**config.mk**
```make
export PLATFORM = sky130hd
export DESIGN_NAME = mant_addsub_pipe
export DESIGN_NICKNAME = d
export VERILOG_FILES = /design/src/rtl/mant_addsub_pipe_pkg.sv /design/src/rtl/mant_addsub_pipe_lzc.sv /design/src/rtl/mant_addsub_pipe.sv
export SDC_FILE = /design/constraint.sdc
export NUM_CORES = 1
export LEC_CHECK = 0
export BUFFER_PORTS_ARGS = -buffer_cell sky130_fd_sc_hd__buf_2
export CORE_AREA = 2 2 138 140
export CTS_CLUSTER_DIAMETER = 150
export DETAILED_ROUTE_END_ITERATION = 8
export DIE_AREA = 0 0 140 142
export PLACE_DENSITY_LB_ADDON = 0.15
export SETUP_SLACK_MARGIN = 0.05
export SYNTH_ARGS = -nofsm -noshare
export SYNTH_HDL_FRONTEND = slang
export SYNTH_SLANG_ARGS = --single-unit
```
**constraint.sdc**
```tcl
create_clock -name clk -period 4.8 [get_ports clk]
set_clock_uncertainty 0.1 [all_clocks]
set_input_delay 0.96 -clock clk [delete_from_list [all_inputs] [get_ports clk]]
set_output_delay 0.96 -clock clk [all_outputs]
set_load 0.01 [all_outputs]
```
**src/rtl/mant_addsub_pipe_pkg.sv**
```systemverilog
// Shared types for the significand datapath: opcode encoding and the result
// record passed between the add/sub unit, the normaliser and the rounder.
package mant_addsub_pipe_pkg;

  typedef enum logic {
    ADD = 1'b0,
    SUB = 1'b1
  } mant_op_e;

  localparam int unsigned MANT_MAX_W   = 64;
  localparam int unsigned MANT_MAX_LZW = $clog2(MANT_MAX_W + 1);

  // Fields are sized for the widest legal significand; a narrower datapath
  // zero-extends into them and slices its own WIDTH/LZW bits back out.
  typedef struct packed {
    logic [MANT_MAX_W-1:0]   mag;
    logic                    sign;
    logic                    cout;
    logic                    zero;
    logic [MANT_MAX_LZW-1:0] lzc;
  } mant_res_t;

endpackage

```
**src/rtl/mant_addsub_pipe_lzc.sv**
```systemverilog
// Combinational leading-zero counter; all-zero input yields WIDTH.
module mant_lzc #(
  parameter  int unsigned WIDTH = 26,
  localparam int unsigned LZW   = $clog2(WIDTH + 1)
) (
  input  logic [WIDTH-1:0] data_i,
  output logic [LZW-1:0]   count_o
);

  // Scan upward so the highest set bit is the last to write the count.
  always_comb begin
    count_o = LZW'(WIDTH);
    for (int unsigned i = 0; i < WIDTH; i++) begin
      if (data_i[i]) begin
        count_o = LZW'(WIDTH - 1 - i);
      end
    end
  end

endmodule

```
**src/rtl/mant_addsub_pipe.sv**
```systemverilog
// Pipelined significand add/subtract with sign-magnitude result, zero flag and
// leading-zero count; one global advance signal stalls every stage together.
module mant_addsub_pipe
  import mant_addsub_pipe_pkg::*;
#(
  parameter  int unsigned WIDTH  = 26,
  parameter  int unsigned STAGES = 2,
  localparam int unsigned LZW    = $clog2(WIDTH + 1)
) (
  input  logic             clk,
  input  logic             rst_n,
  input  logic             in_valid,
  output logic             in_ready,
  input  logic             op,
  input  logic [WIDTH-1:0] a,
  input  logic [WIDTH-1:0] b,
  output logic             out_valid,
  input  logic             out_ready,
  output logic [WIDTH-1:0] mag,
  output logic             sign,
  output logic             cout,
  output logic             zero,
  output logic [LZW-1:0]   lzc
);

  localparam int unsigned NREG = STAGES - 1;

  logic             advance;
  logic [WIDTH:0]   b_ext;
  logic [WIDTH:0]   r_d;
  logic [WIDTH:0]   r_q [NREG];
  logic [NREG-1:0]  op_q;
  logic [NREG-1:0]  v_q;
  logic             out_valid_q;

  logic [WIDTH:0]   r_last;
  logic             op_last;
  logic [WIDTH-1:0] mag_d;
  logic             sign_d;
  logic             cout_d;
  logic [LZW-1:0]   lzc_d;
  mant_res_t        res_d;
  mant_res_t        res_q;

  assign advance  = !out_valid_q || out_ready;
  assign in_ready = advance;

  assign b_ext = (op == SUB) ? ({1'b0, ~b} + (WIDTH + 1)'(1)) : {1'b0, b};
  assign r_d   = {1'b0, a} + b_ext;

  assign r_last  = r_q[NREG-1];
  assign op_last = op_q[NREG-1];

  // A subtract borrows (bit WIDTH clear) only when B > A, so the negated
  // magnitude is never zero and A == B cannot produce a negative zero.
  always_comb begin
    mag_d  = r_last[WIDTH-1:0];
    sign_d = 1'b0;
    cout_d = 1'b0;
    if (op_last == SUB) begin
      if (!r_last[WIDTH]) begin
        mag_d  = -r_last[WIDTH-1:0];
        sign_d = 1'b1;
      end
    end else begin
      cout_d = r_last[WIDTH];
    end
  end

  mant_lzc #(
    .WIDTH (WIDTH)
  ) u_lzc (
    .data_i  (mag_d),
    .count_o (lzc_d)
  );

  always_comb begin
    res_d      = '0;
    res_d.mag  = MANT_MAX_W'(mag_d);
    res_d.sign = sign_d;
    res_d.cout = cout_d;
    res_d.zero = (mag_d == '0);
    res_d.lzc  = MANT_MAX_LZW'(lzc_d);
  end

  always_ff @(posedge clk or negedge rst_n) begin
    if (!rst_n) begin
      for (int unsigned i = 0; i < NREG; i++) begin
        r_q[i] <= '0;
      end
      op_q        <= '0;
      v_q         <= '0;
      out_valid_q <= 1'b0;
      res_q       <= '0;
    end else if (advance) begin
      r_q[0]  <= r_d;
      op_q[0] <= op;
      v_q[0]  <= in_valid;
      for (int unsigned i = 1; i < NREG; i++) begin
        r_q[i]  <= r_q[i-1];
        op_q[i] <= op_q[i-1];
        v_q[i]  <= v_q[i-1];
      end
      out_valid_q <= v_q[NREG-1];
      // Result data only moves on a valid slot so outputs stay 0 until the first result.
      if (v_q[NREG-1]) begin
        res_q <= res_d;
      end
    end
  end

  logic unused_res_hi;
  assign unused_res_hi = ^{res_q.mag, res_q.lzc};

  assign out_valid = out_valid_q;
  assign mag       = res_q.mag[WIDTH-1:0];
  assign sign      = res_q.sign;
  assign cout      = res_q.cout;
  assign zero      = res_q.zero;
  assign lzc       = res_q.lzc[LZW-1:0];

endmodule

```
==> results of run 1 <==
logic make-up after synthesis:
logic type	Yosys count	share of synthesized area
multiplexers	2	0.003925
AO/OA/AOI/OAI	201	0.2461
adder cells (fa/ha/maj)	29	0.06835
buffers and inverters	55	0.04110
AND/OR/NAND/NOR	242	0.2270
XOR/XNOR	73	0.1180
flip-flops	64	0.2955
layer usage:
layer	GRT usage	share of wire	vias up
li1	-	-	2594
met1	0.2254	0.53	2269
met2	0.2370	0.42	137
met3	0.02086	0.041	16
met4	0.05423	0.016	0
met5	0	0	-
worst max path at each step:
stage                        endpoint  cells after the start  start
3_5_place_dp   r_last[24]$_DFFE_PN0N_                     13  b[12]
5_1_grt        r_last[24]$_DFFE_PN0N_                     13  b[12]
6_report       r_last[24]$_DFFE_PN0N_                     13  b[12]
3_3_place_gp   r_last[24]$_DFFE_PN0N_                     13  b[12]
4_1_cts        r_last[24]$_DFFE_PN0N_                     13  b[12]
2_1_floorplan  r_last[24]$_DFFE_PN0N_                     12  b[12]
placed cells by master, fill, tap and decap left out, drive strengths merged, types with 15 or more instances in the layout:
master | netlist | layout
buf | 4 | 104
xor2 | 27 | 27
nand2 | 91 | 91
a21oi | 36 | 36
o21ai | 63 | 63
nor3 | 22 | 22
ha | 28 | 28
o31ai | 15 | 15
nor2 | 40 | 40
xnor2 | 46 | 46
dfrtp | 64 | 64
power by group through the flow:
| stage | clock network, mW | registers (mW) | logic, mW |
|---|---|---|---|
| floorplan | 0 | 0.916 | 0.866 |
| global placement | 0 | 0.968 | 1.21 |
| detailed placement | 0 | 0.979 | 1.22 |
| CTS | 0.617 | 0.970 | 1.22 |
| global route | 0.637 | 1.01 | 1.37 |
| finish | 0.596 | 0.969 | 1.21 |
worst min-delay path, cell delays in order (launching register included):
cell and delay (ns):
dfrtp_1 0.33, nand2_1 0.04, o21ai_0 0.06
layout make-up:
cell class | count | area (um2) | share of cell area
multi-input cells | 547 | 3597 | 0.5648
inverters | 14 | 52.55 | 0.008251
repair buffers | 104 | 550.5 | 0.08644
flip-flops and latches | 64 | 1602 | 0.2515
clock inverters | 3 | 17.52 | 0.002750
well taps | 234 | 292.8 | 0.04597
clock buffers | 12 | 256.5 | 0.04028
flip-flops by register name, summed over array words and instances (netlist names):
| name | cells |
|---|---|
| v_q | 1 |
| out_valid | 1 |
| lzc | 5 |
| cout | 1 |
| zero | 1 |
| sign | 1 |
| r_last | 27 |
| op_last | 1 |
| mag | 26 |
cells in the mapped netlist, types with 8 or more instances:
master / count
ha_1: 28
xnor2_1: 46
nand3_1: 14
a21o_1: 13
inv_1: 14
and3_1: 8
clkbuf_1: 37
nand2_1: 91
a31oi_1: 12
o211ai_1: 8
xor2_1: 27
o21ai_0: 62
a21oi_1: 36
nor2_1: 40
o31ai_1: 14
dfrtp_1: 64
or3_1: 8
nor3_1: 20
per-stage QoR:
step                utilization  cell area (um2)
floorplan                     -             5419
global placement         0.3302             6095
detailed placement       0.3302             6095
CTS                      0.3451             6369
global route             0.3451             6369
finish                   0.3451             6369
==> summary.txt, run 1 <==
GRT
  – Grt total ovfl: 0
  – Largest net degree at the start of global routing: 57
  – Initial antenna violation count: 0
  – Vias in the first global route: ~5000
  – Gr usage total: 0.1552
  – Global-route wire length before repair: between 20000 and 30000 um

Floorplanning
  – Die H: 142 um
  – I/O pins: 93
  – Die area: 0.01988 mm2
  – Core box area: 0.01846 mm2
  – Die extent in x: 140 um
  – Initial Utilization: 0.2936
  – Site Rows: 50

Power
  – Comb pwr share: 0.436
  – PwrDens: 435.7 mW/mm2
  – Worst ir drop on vdd: ~0.00014 V
  – Internal Power: ~1.6 mW
  – Reg power frac: 0.349
  – Leakage: 2.689 nW
  – Sw Share: 0.4188
  – Overall power: 2.775 mW
  – Clock Power Share: 0.215
  – NetSw: 1.162 mW

Logic synthesis
  – Largest cells by area after synthesis: dfrtp_1 (30%), xnor2_1 (7.4%), ha_1 (6.5%)
  – Post-synth EDFFs: 0
  – Cell variety after synth: 69
  – Async set-reset flop share out of synthesis: 1.000
  – Post-synthesis sequential area ratio: 0.2955
  – Synthesized Nets: around 750
  – Cell taking the most area after synthesis: dfrtp_1
  – Yosys warning count: 0
  – Flop and latch count out of synthesis: 64
  – Avg Inst Size Synth: ~8.1 um2
  – Synth Instances: 666
  – Post-synth top area share: 0.2955
  – Synth Flop Type: dfrtp_1
  – Mapped Area: 0.005419 mm2

Detailed routing
  – Total number of vias: 5016
  – Final wirelength: 14980 um
  – Drt first pass iters: 7
  – Vias per std cell: a little over 5
  – Initial DRC Count: 321
  – # DRC: 11
  – Wire per inst: 15.32 um
  – Remaining antenna violation count after routing: 0

STA
  – Worst slew margin: 0.4308
  – Max Freq: 229.0 MHz
  – Endpoints failing hold: 0
  – Hold WS: 0.3674 ns
  – Post-layout minimum cycle time: 4.366 ns
  – Final setup violation count: 0
  – Crit share post-route: 0.9096
  – Pin slew with the least headroom to its limit: 0.8538 ns
  – Setup WS post-layout: 0.4340 ns
  – Setup TNS: 0 ns
  – RSZ-0062 raised after global routing: no
  – Max Slew Vio Count: 0

Clock tree
  – # hold bufs at CTS: 0
  – Post-CTS sizing: 0
  – CTS buffer count: 9
  – Setup Buffers After CTS: 0
  – Clock slew at reported path FFs: 0.05 ns
  – Skew-Pair Late Insertion Delay: between 0.3 and 0.4 ns
  – Htree depth: 3
  – Clk Tree Root Cell: clkbuf_16
  – CTS tree: yes
  – CTS Sinks: 64
  – Clock Tree Buf Depth: 2

Placed design
  – GPL Wtd Cong: 0.9314
  – Pre-CTS WS: roughly 0.12 ns
  – Post-DP HPWL: between 10000 and 15000 um
  – Port Buffers: 92
  – Dpl cells: 963

Cells and area
  – Non-filler cells, final: 978
  – Final nets: between 800 and 900
  – Fill count: 1937
  – N_diodes: 0
  – Share of post-route cells with drive strength above 1: 0.1788
  – Area Growth Syn to Fin: 17.52%

Critical path
  – Worst Path Arrival: 4.47 ns
  – Crit path cell chain: buf_2 > or4_1 > or4_1 > or3_1 > o41ai_1 > xnor2_1 > ha_1 > a21o_1 > nor3_1 > o211ai_1 > a41oi_1 > xor2_1 > a21oi_1
  – Worst path top cell family by delay: simple AND/OR/NAND/NOR gates
  – Worst R2R End: lzc[0]$_DFFE_PN0P_
  – Worst path bufs/invs: 1
  – Crit-path max FO: 8
  – Critical Path End Type: flip-flop
  – Worst setup path class: input port to flip-flop
  – Worst Reg-to-Reg Cells: 7
  – Setup crit start kind: input port
  – Max incr delay on CP: 0.59 ns
  – R2r setup slk: ~1.6 ns
  – Crit-path most repeated cell: or4_1
  – Crit path required time: just under 5 ns
  – Crit Reg-Reg Startpoint: r_last[4]$_DFFE_PN0N_
  – Slowest CP cell: or4_1

Hold path
  – Worst hold path class: flip-flop to flip-flop
  – Worst Hold End: mag[16]$_DFFE_PN0P_
  – Min-delay src: mag[16]$_DFFE_PN0P_
  – Worst hold stages: 2

Run status
  – Violated checks: DRC
  – Status: finished with violations

Flow run
  – Max cap viols: 0
Note: power is estimated with default switching activity, not from simulation.
==> run 2: changes to the inputs <==
CORE_AREA = 2 2 120 122   (was 2 2 138 140)
CTS_BUF_LIST = sky130_fd_sc_hd__clkbuf_2 sky130_fd_sc_hd__clkbuf_4 sky130_fd_sc_hd__clkbuf_8   (was not set)
DIE_AREA = 0 0 122 124   (was 0 0 140 142)
SLEW_MARGIN = 15   (was not set)
==> run 2 against run 1 <==
The run now ends clean. Sequential power down 0.8%. Total power is 7.8% lower. Non-clock buffer count down 1. Clock power is 32% lower. Critical path depth grew 1. Critical endpoint unchanged.
==> summary.txt, run 2 (same netlist as run 1, synthesis figures left out) <==
Detailed routing
  – Initial DRC Count: 241 (-25%)
  – Vias per std cell: 5.478 (+6.8%)
  – # DRC: 0 (-11)
  – Total number of vias: 5051 (+0.70%)
  – Wire per inst: 15.08 um (-1.5%)
  – Final wirelength: 13910 um (-7.2%)
  – Drt first pass iters: 5 (-2)
  – Remaining antenna violation count after routing: 0 (unchanged)

Clock tree
  – Post-CTS sizing: 0 (unchanged)
  – Clk Tree Root Cell: clkbuf_8
  – Clock slew at reported path FFs: 0.06 ns (about the same)
  – Htree depth: 3 (unchanged)
  – CTS Sinks: 64 (unchanged)
  – CTS tree: yes
  – # hold bufs at CTS: 0 (unchanged)
  – CTS buffer count: 9 (unchanged)
  – Setup Buffers After CTS: 0 (unchanged)
  – Clock Tree Buf Depth: 2 (unchanged)
  – Skew-Pair Late Insertion Delay: 0.34 ns (about the same)

Floorplanning
  – Initial Utilization: 0.3950 (+0.1014)
  – Site Rows: 43 (-14%)
  – Die extent in x: 122 um (-13%)
  – Core box area: 0.01372 mm2 (-26%)
  – Die area: 0.01513 mm2 (-24%)
  – I/O pins: 93 (unchanged)
  – Die H: 124 um (-13%)

Critical path
  – Crit path required time: 4.92 ns (+0.02 ns)
  – Crit-path max FO: 5 (-3)
  – Worst Path Arrival: 4.45 ns (-0.02 ns)
  – Setup crit start kind: input port
  – Worst setup path class: input port to flip-flop
  – Critical Path End Type: flip-flop

GRT
  – Grt total ovfl: 0 (unchanged)
  – Largest net degree at the start of global routing: 57 (unchanged)
  – GRT met1 Usage: 0.2665 (+0.04111)
  – Vias in the first global route: 4677 (-5.8%)
  – Initial antenna violation count: 0 (unchanged)
  – Met2 Use GR: 0.2989 (+0.06191)
  – Gr usage total: 0.1891 (+0.03385)
  – Global-route wire length before repair: 23110 um (-8.0%)
  – GR Util met3: 0.03205 (+0.01119)
  – GR peak layer: met2

Power
  – Worst ir drop on vdd: 0.0001316 V (-6.1%)
  – Sw Share: 0.4331 (+0.01432)
  – Comb pwr share: 0.466 (+0.030)
  – Internal Power: 1.451 mW (-10%)
  – Leakage: 2.639 nW (-1.8%)
  – Reg power frac: 0.376 (+0.027)
  – NetSw: 1.108 mW (-4.6%)
  – PwrDens: 413.8 mW/mm2 (-5.0%)
  – Clock Power Share: 0.158 (-0.057)

STA
  – Final setup violation count: 0 (unchanged)
  – Max Freq: 230.6 MHz (+0.70%)
  – Endpoints failing hold: 0 (unchanged)
  – RSZ-0062 raised after global routing: no
  – Worst slew margin: 0.4506 (+0.01982)
  – Max Slew Vio Count: 0 (unchanged)
  – Hold WS: 0.3696 ns (+0.002285 ns)
  – Setup TNS: 0 ns (unchanged)
  – Crit share post-route: 0.9033 (-0.006297)
  – Post-layout minimum cycle time: 4.336 ns (-0.03022 ns)
  – Pin slew with the least headroom to its limit: 0.8241 ns (-0.02972 ns)

Run status
  – Status: finished clean

Cells and area
  – Commonest non-fill, non-tap cells in the layout: buf_2 (92), nand2_1 (91), dfrtp_1 (64)
  – Number of flip-flops in the largest register: 27 (unchanged)
  – Most common cell after layout, fill and taps aside: buf_2
  – N_diodes: 0 (unchanged)
  – Non-filler cells, final: 922 (-5.7%)
  – Share of post-route cells with drive strength above 1: 0.1779 (-0.0008659)
  – Area Growth Syn to Fin: 14.13%
  – Final nets: 825 (-0.12%)

Placed design
  – GPL Wtd Cong: 0.9046 (-2.9%)
  – Dpl cells: 908 (-5.7%)
  – Port Buffers: 92 (unchanged)
  – Post-DP HPWL: 11030 um (-7.0%)

Flow run
  – Max cap viols: 0 (unchanged)

Hold path
  – Worst hold path class: flip-flop to flip-flop
[run 2: path summary, 6_finish.rpt]
check / startpoint / to / slack (ns) / depth (start not counted)
worst max-delay path: b[12] / r_last[24]$_DFFE_PN0N_ / 0.46 / 14
worst min-delay path: mag[4]$_DFFE_PN0P_ / mag[4]$_DFFE_PN0P_ / 0.37 / 2
worst max register to register: r_last[0]$_DFFE_PN0N_ / zero$_DFFE_PN0P_ / 1.60 / 9
worst min register to register: mag[4]$_DFFE_PN0P_ / mag[4]$_DFFE_PN0P_ / 0.37 / 2
max in group asynchronous: rst_n / r_last[19]$_DFFE_PN0N_ / 3.15 / 2
min in group asynchronous: rst_n / mag[4]$_DFFE_PN0P_ / 0.55 / 1
[run 2: layout make-up]
type	count	area (um2)
clock buffer	13	160.2
clock inverter	1	5.005
fill	1461	7535
inverter	14	52.55
multi-input combinational	547	3597
sequential	64	1602
tap	180	225.2
timing repair buffer	103	543.0
[run 2: worst max-delay path, cell delays in order]
cell and delay, ns:
buf_2 0.12, or4_1 0.58, or4_1 0.45, or3_1 0.35
o31ai_1 0.26, xnor2_1 0.15, ha_1 0.31, a21o_1 0.22
a21o_1 0.20, nor3_1 0.20, o211ai_1 0.14, a41oi_1 0.27
xor2_1 0.17, a21oi_1 0.08
[run 2: layer usage]
layer | share of wire | wire length [um] | up-vias
met2 | 0.43 | 5914 | 146
met3 | 0.051 | 710 | 12
li1 | - | - | 2592
met1 | 0.51 | 7075 | 2301
met5 | 0 | 0 | -
met4 | 0.015 | 208 | 0
[run 2: power groups by stage]
| stage | clock network [mW] | logic, mW | registers, mW |
|---|---|---|---|
| finish | 0.405 | 1.19 | 0.961 |
| global route | 0.442 | 1.35 | 0.999 |
| CTS | 0.418 | 1.20 | 0.962 |
| detailed placement | 0 | 1.20 | 0.972 |
| global placement | 0 | 1.18 | 0.958 |
| floorplan | 0 | 0.866 | 0.916 |
[run 2: through the flow]
stage	cell area [um2]	power, mW	util	worst slack (ns)
finish	6185	2.559	0.4508	0.4642
detailed placement	6020	2.171	0.4388	0.1019
global route	6185	2.790	0.4508	0.2363
CTS	6185	2.583	0.4508	0.4619
floorplan	5419	1.782	-	0.4236
global placement	6020	2.141	0.4388	0.1678
==> run 3: changes to the inputs <==
PLACE_DENSITY = 0.6   (was not set)
PLACE_DENSITY_LB_ADDON = not set   (was 0.15)
==> run 3 against run 2 <==
Core utilization increased by 0.66 points. Sequential power about the same. Combinational power about the same. Sequential cell count unchanged. Hold slack got worse by 0.010 ns. Total power increased by 5.8%. Fmax decreased by 0.14%. Die area unchanged. Final area increased by 1.5%. Critical path type unchanged. Critical endpoint is now r_last[26]$_DFFE_PN0N_. Largest power group unchanged. Highest routed layer unchanged.
==> summary.txt, run 3 (same netlist as run 1, synthesis figures left out) <==
Cells and area
  – Most common cell after layout, fill and taps aside: buf_2
  – Area Growth Syn to Fin: 15.79%
  – Final nets: 827 (+0.24%)
  – Fill count: 1384 (-5.3%)
  – Final Cell Area: 0.006275 mm2 (+1.5%)
  – Non-filler cells, final: 926 (+0.43%)
  – Number of flip-flops in the largest register: 27 (unchanged)
  – Commonest non-fill, non-tap cells in the layout: buf_2 (92), nand2_1 (91), dfrtp_1 (64)
  – Share of post-route cells with drive strength above 1: 0.1823 (+0.004408)
  – Sequential cell area: 0.001602 mm2 (unchanged)
  – N_diodes: 0 (unchanged)
  – Multi-input logic area: 0.003597 mm2 (unchanged)

Critical path
  – Crit. Startpoint: b[12]
  – Crit-path max FO: 4 (-1)
  – Worst R2R End: zero$_DFFE_PN0P_
  – Crit Reg-Reg Startpoint: r_last[0]$_DFFE_PN0N_
  – Setup crit start kind: input port
  – Worst Reg-to-Reg Cells: 9 (unchanged)
  – Crit path required time: 4.95 ns (+0.03 ns)
  – R2r setup slk: 1.64 ns (+0.04 ns)
  – Worst setup path class: input port to flip-flop
  – Worst Path Arrival: 4.50 ns (+0.05 ns)
  – Critical Path End Type: flip-flop

GRT
  – Largest net degree at the start of global routing: 65 (+14%)
  – Grt total ovfl: 0 (unchanged)
  – Vias in the first global route: 4691 (+0.30%)
  – Gr usage total: 0.1906 (+0.001500)
  – Global-route wire length before repair: 22960 um (-0.66%)
  – Initial antenna violation count: 0 (unchanged)

STA
  – Crit share post-route: 0.9046 (+0.001299)
  – Endpoints failing hold: 0 (unchanged)
  – Final setup violation count: 0 (unchanged)
  – Hold WS: 0.3594 ns (-0.01024 ns)
  – Pin slew with the least headroom to its limit: 0.8253 ns (+0.001219 ns)
  – Max Freq: 230.3 MHz (-0.14%)
  – Max Slew Vio Count: 0 (unchanged)
  – Worst slew margin: 0.4498 (-0.0008130)
  – RSZ-0062 raised after global routing: no
  – Post-layout minimum cycle time: 4.342 ns (+0.006234 ns)
  – Setup TNS: 0 ns (unchanged)

Power
  – Comb pwr share: 0.444 (-0.022)
  – Internal Power: 1.587 mW (+9.4%)
  – Clock Power Share: 0.202 (+0.044)
  – Leakage: 2.683 nW (+1.7%)
  – NetSw: 1.121 mW (+1.1%)
  – Reg power frac: 0.354 (-0.022)
  – PwrDens: 431.5 mW/mm2 (+4.3%)
  – Sw Share: 0.4140 (-0.01911)
  – Worst ir drop on vdd: 0.0001383 V (+5.1%)

Placed design
  – Placed instance area: 0.006035 mm2 (+0.25%)
  – Dpl cells: 910 (+0.22%)
  – Port Buffers: 92 (unchanged)
  – GPL Wtd Cong: 0.8849 (-2.2%)
  – Post-DP HPWL: 10890 um (-1.2%)

Clock tree
  – CTS tree: yes
  – CTS buffer count: 9 (unchanged)
  – # hold bufs at CTS: 0 (unchanged)
  – Htree depth: 3 (unchanged)
  – Skew-Pair Late Insertion Delay: 0.36 ns (+0.02 ns)
  – Post-CTS sizing: 0 (unchanged)
  – Clock Tree Buf Depth: 2 (unchanged)
  – Clk Tree Root Cell: clkbuf_8
  – CTS Sinks: 64 (unchanged)
  – Clock slew at reported path FFs: 0.07 ns (about the same)
  – Setup Buffers After CTS: 0 (unchanged)

Detailed routing
  – Vias per std cell: 5.522 (+0.79%)
  – Drt first pass iters: 5 (unchanged)
  – Remaining antenna violation count after routing: 0 (unchanged)
  – Final wirelength: 14010 um (+0.74%)
  – Initial DRC Count: 245 (+1.7%)
  – Total number of vias: 5113 (+1.2%)
  – # DRC: 0 (unchanged)
  – Wire per inst: 15.13 um (+0.31%)

Hold path
  – Worst hold stages: 2 (unchanged)
  – Min-delay src: cout$_DFFE_PN0P_
  – Worst hold path class: flip-flop to flip-flop
  – Worst Hold End: cout$_DFFE_PN0P_

Floorplanning
  – Die area: 0.01513 mm2 (unchanged)
  – Site Rows: 43 (unchanged)
  – Core box area: 0.01372 mm2 (unchanged)
  – Die H: 124 um (unchanged)
  – I/O pins: 93 (unchanged)
  – Initial Utilization: 0.3950 (unchanged)
  – Die extent in x: 122 um (unchanged)

Run status
  – Status: finished clean

Flow run
  – Max cap viols: 0 (unchanged)
-- run 3: worst max-delay path by stage --
stage | depth (start not counted) | endpoint | slack [ns]
after detailed placement | 13 | r_last[26]$_DFFE_PN0N_ | 0.15
after floorplan | 12 | r_last[24]$_DFFE_PN0N_ | 0.42
after global routing | 13 | r_last[26]$_DFFE_PN0N_ | 0.15
after CTS | 13 | r_last[26]$_DFFE_PN0N_ | 0.52
after global placement | 13 | r_last[24]$_DFFE_PN0N_ | 0.18
final | 13 | r_last[26]$_DFFE_PN0N_ | 0.46
-- run 3: worst max-delay path, stage by stage --
cell and delay [ns]:
buf_2 0.12, or4_1 0.58, or4_1 0.45, or3_1 0.39
o31ai_1 0.31, xnor2_1 0.16, ha_1 0.26, a21o_1 0.23
a21oi_1 0.16, o221ai_1 0.17, a2111oi_0 0.46, o31a_1 0.21
nor2_1 0.04
-- run 3: power groups by stage --
| stage | Clock [mW] | Combinational [mW] | Sequential, mW |
|---|---|---|---|
| after floorplan | 0 | 0.866 | 0.916 |
| after global placement | 0 | 1.18 | 0.958 |
| after detailed placement | 0 | 1.20 | 0.970 |
| after CTS | 0.562 | 1.20 | 0.959 |
| after global routing | 0.585 | 1.35 | 0.997 |
| final | 0.546 | 1.20 | 0.960 |
-- run 3: layout make-up --
type	count	share of cell area
Clock buffer	14	0.02871
Timing Repair Buffer	105	0.08893
Tap cell	180	0.03589
Clock inverter	2	0.009571
Inverter	14	0.008375
Multi-Input combinational cell	547	0.5733
Sequential cell	64	0.2552
-- run 3: stage by stage --
stage	utilization	setup WS, ns	total power, mW
after floorplan	-	0.4236	1.782
after CTS	0.4574	0.5156	2.725
after global routing	0.4574	0.1536	2.931
after global placement	0.4399	0.1793	2.141
after detailed placement	0.4399	0.1506	2.169
final	0.4574	0.4580	2.708
-- run 3: routing by layer --
layer  GRT usage  vias to the layer above  part of all wire
li1            -                     2606                 -
met1      0.2684                     2328              0.51
met2      0.2905                      156              0.41
met3     0.02839                       23             0.053
met4     0.08190                        0             0.018
met5           0                        -                 0
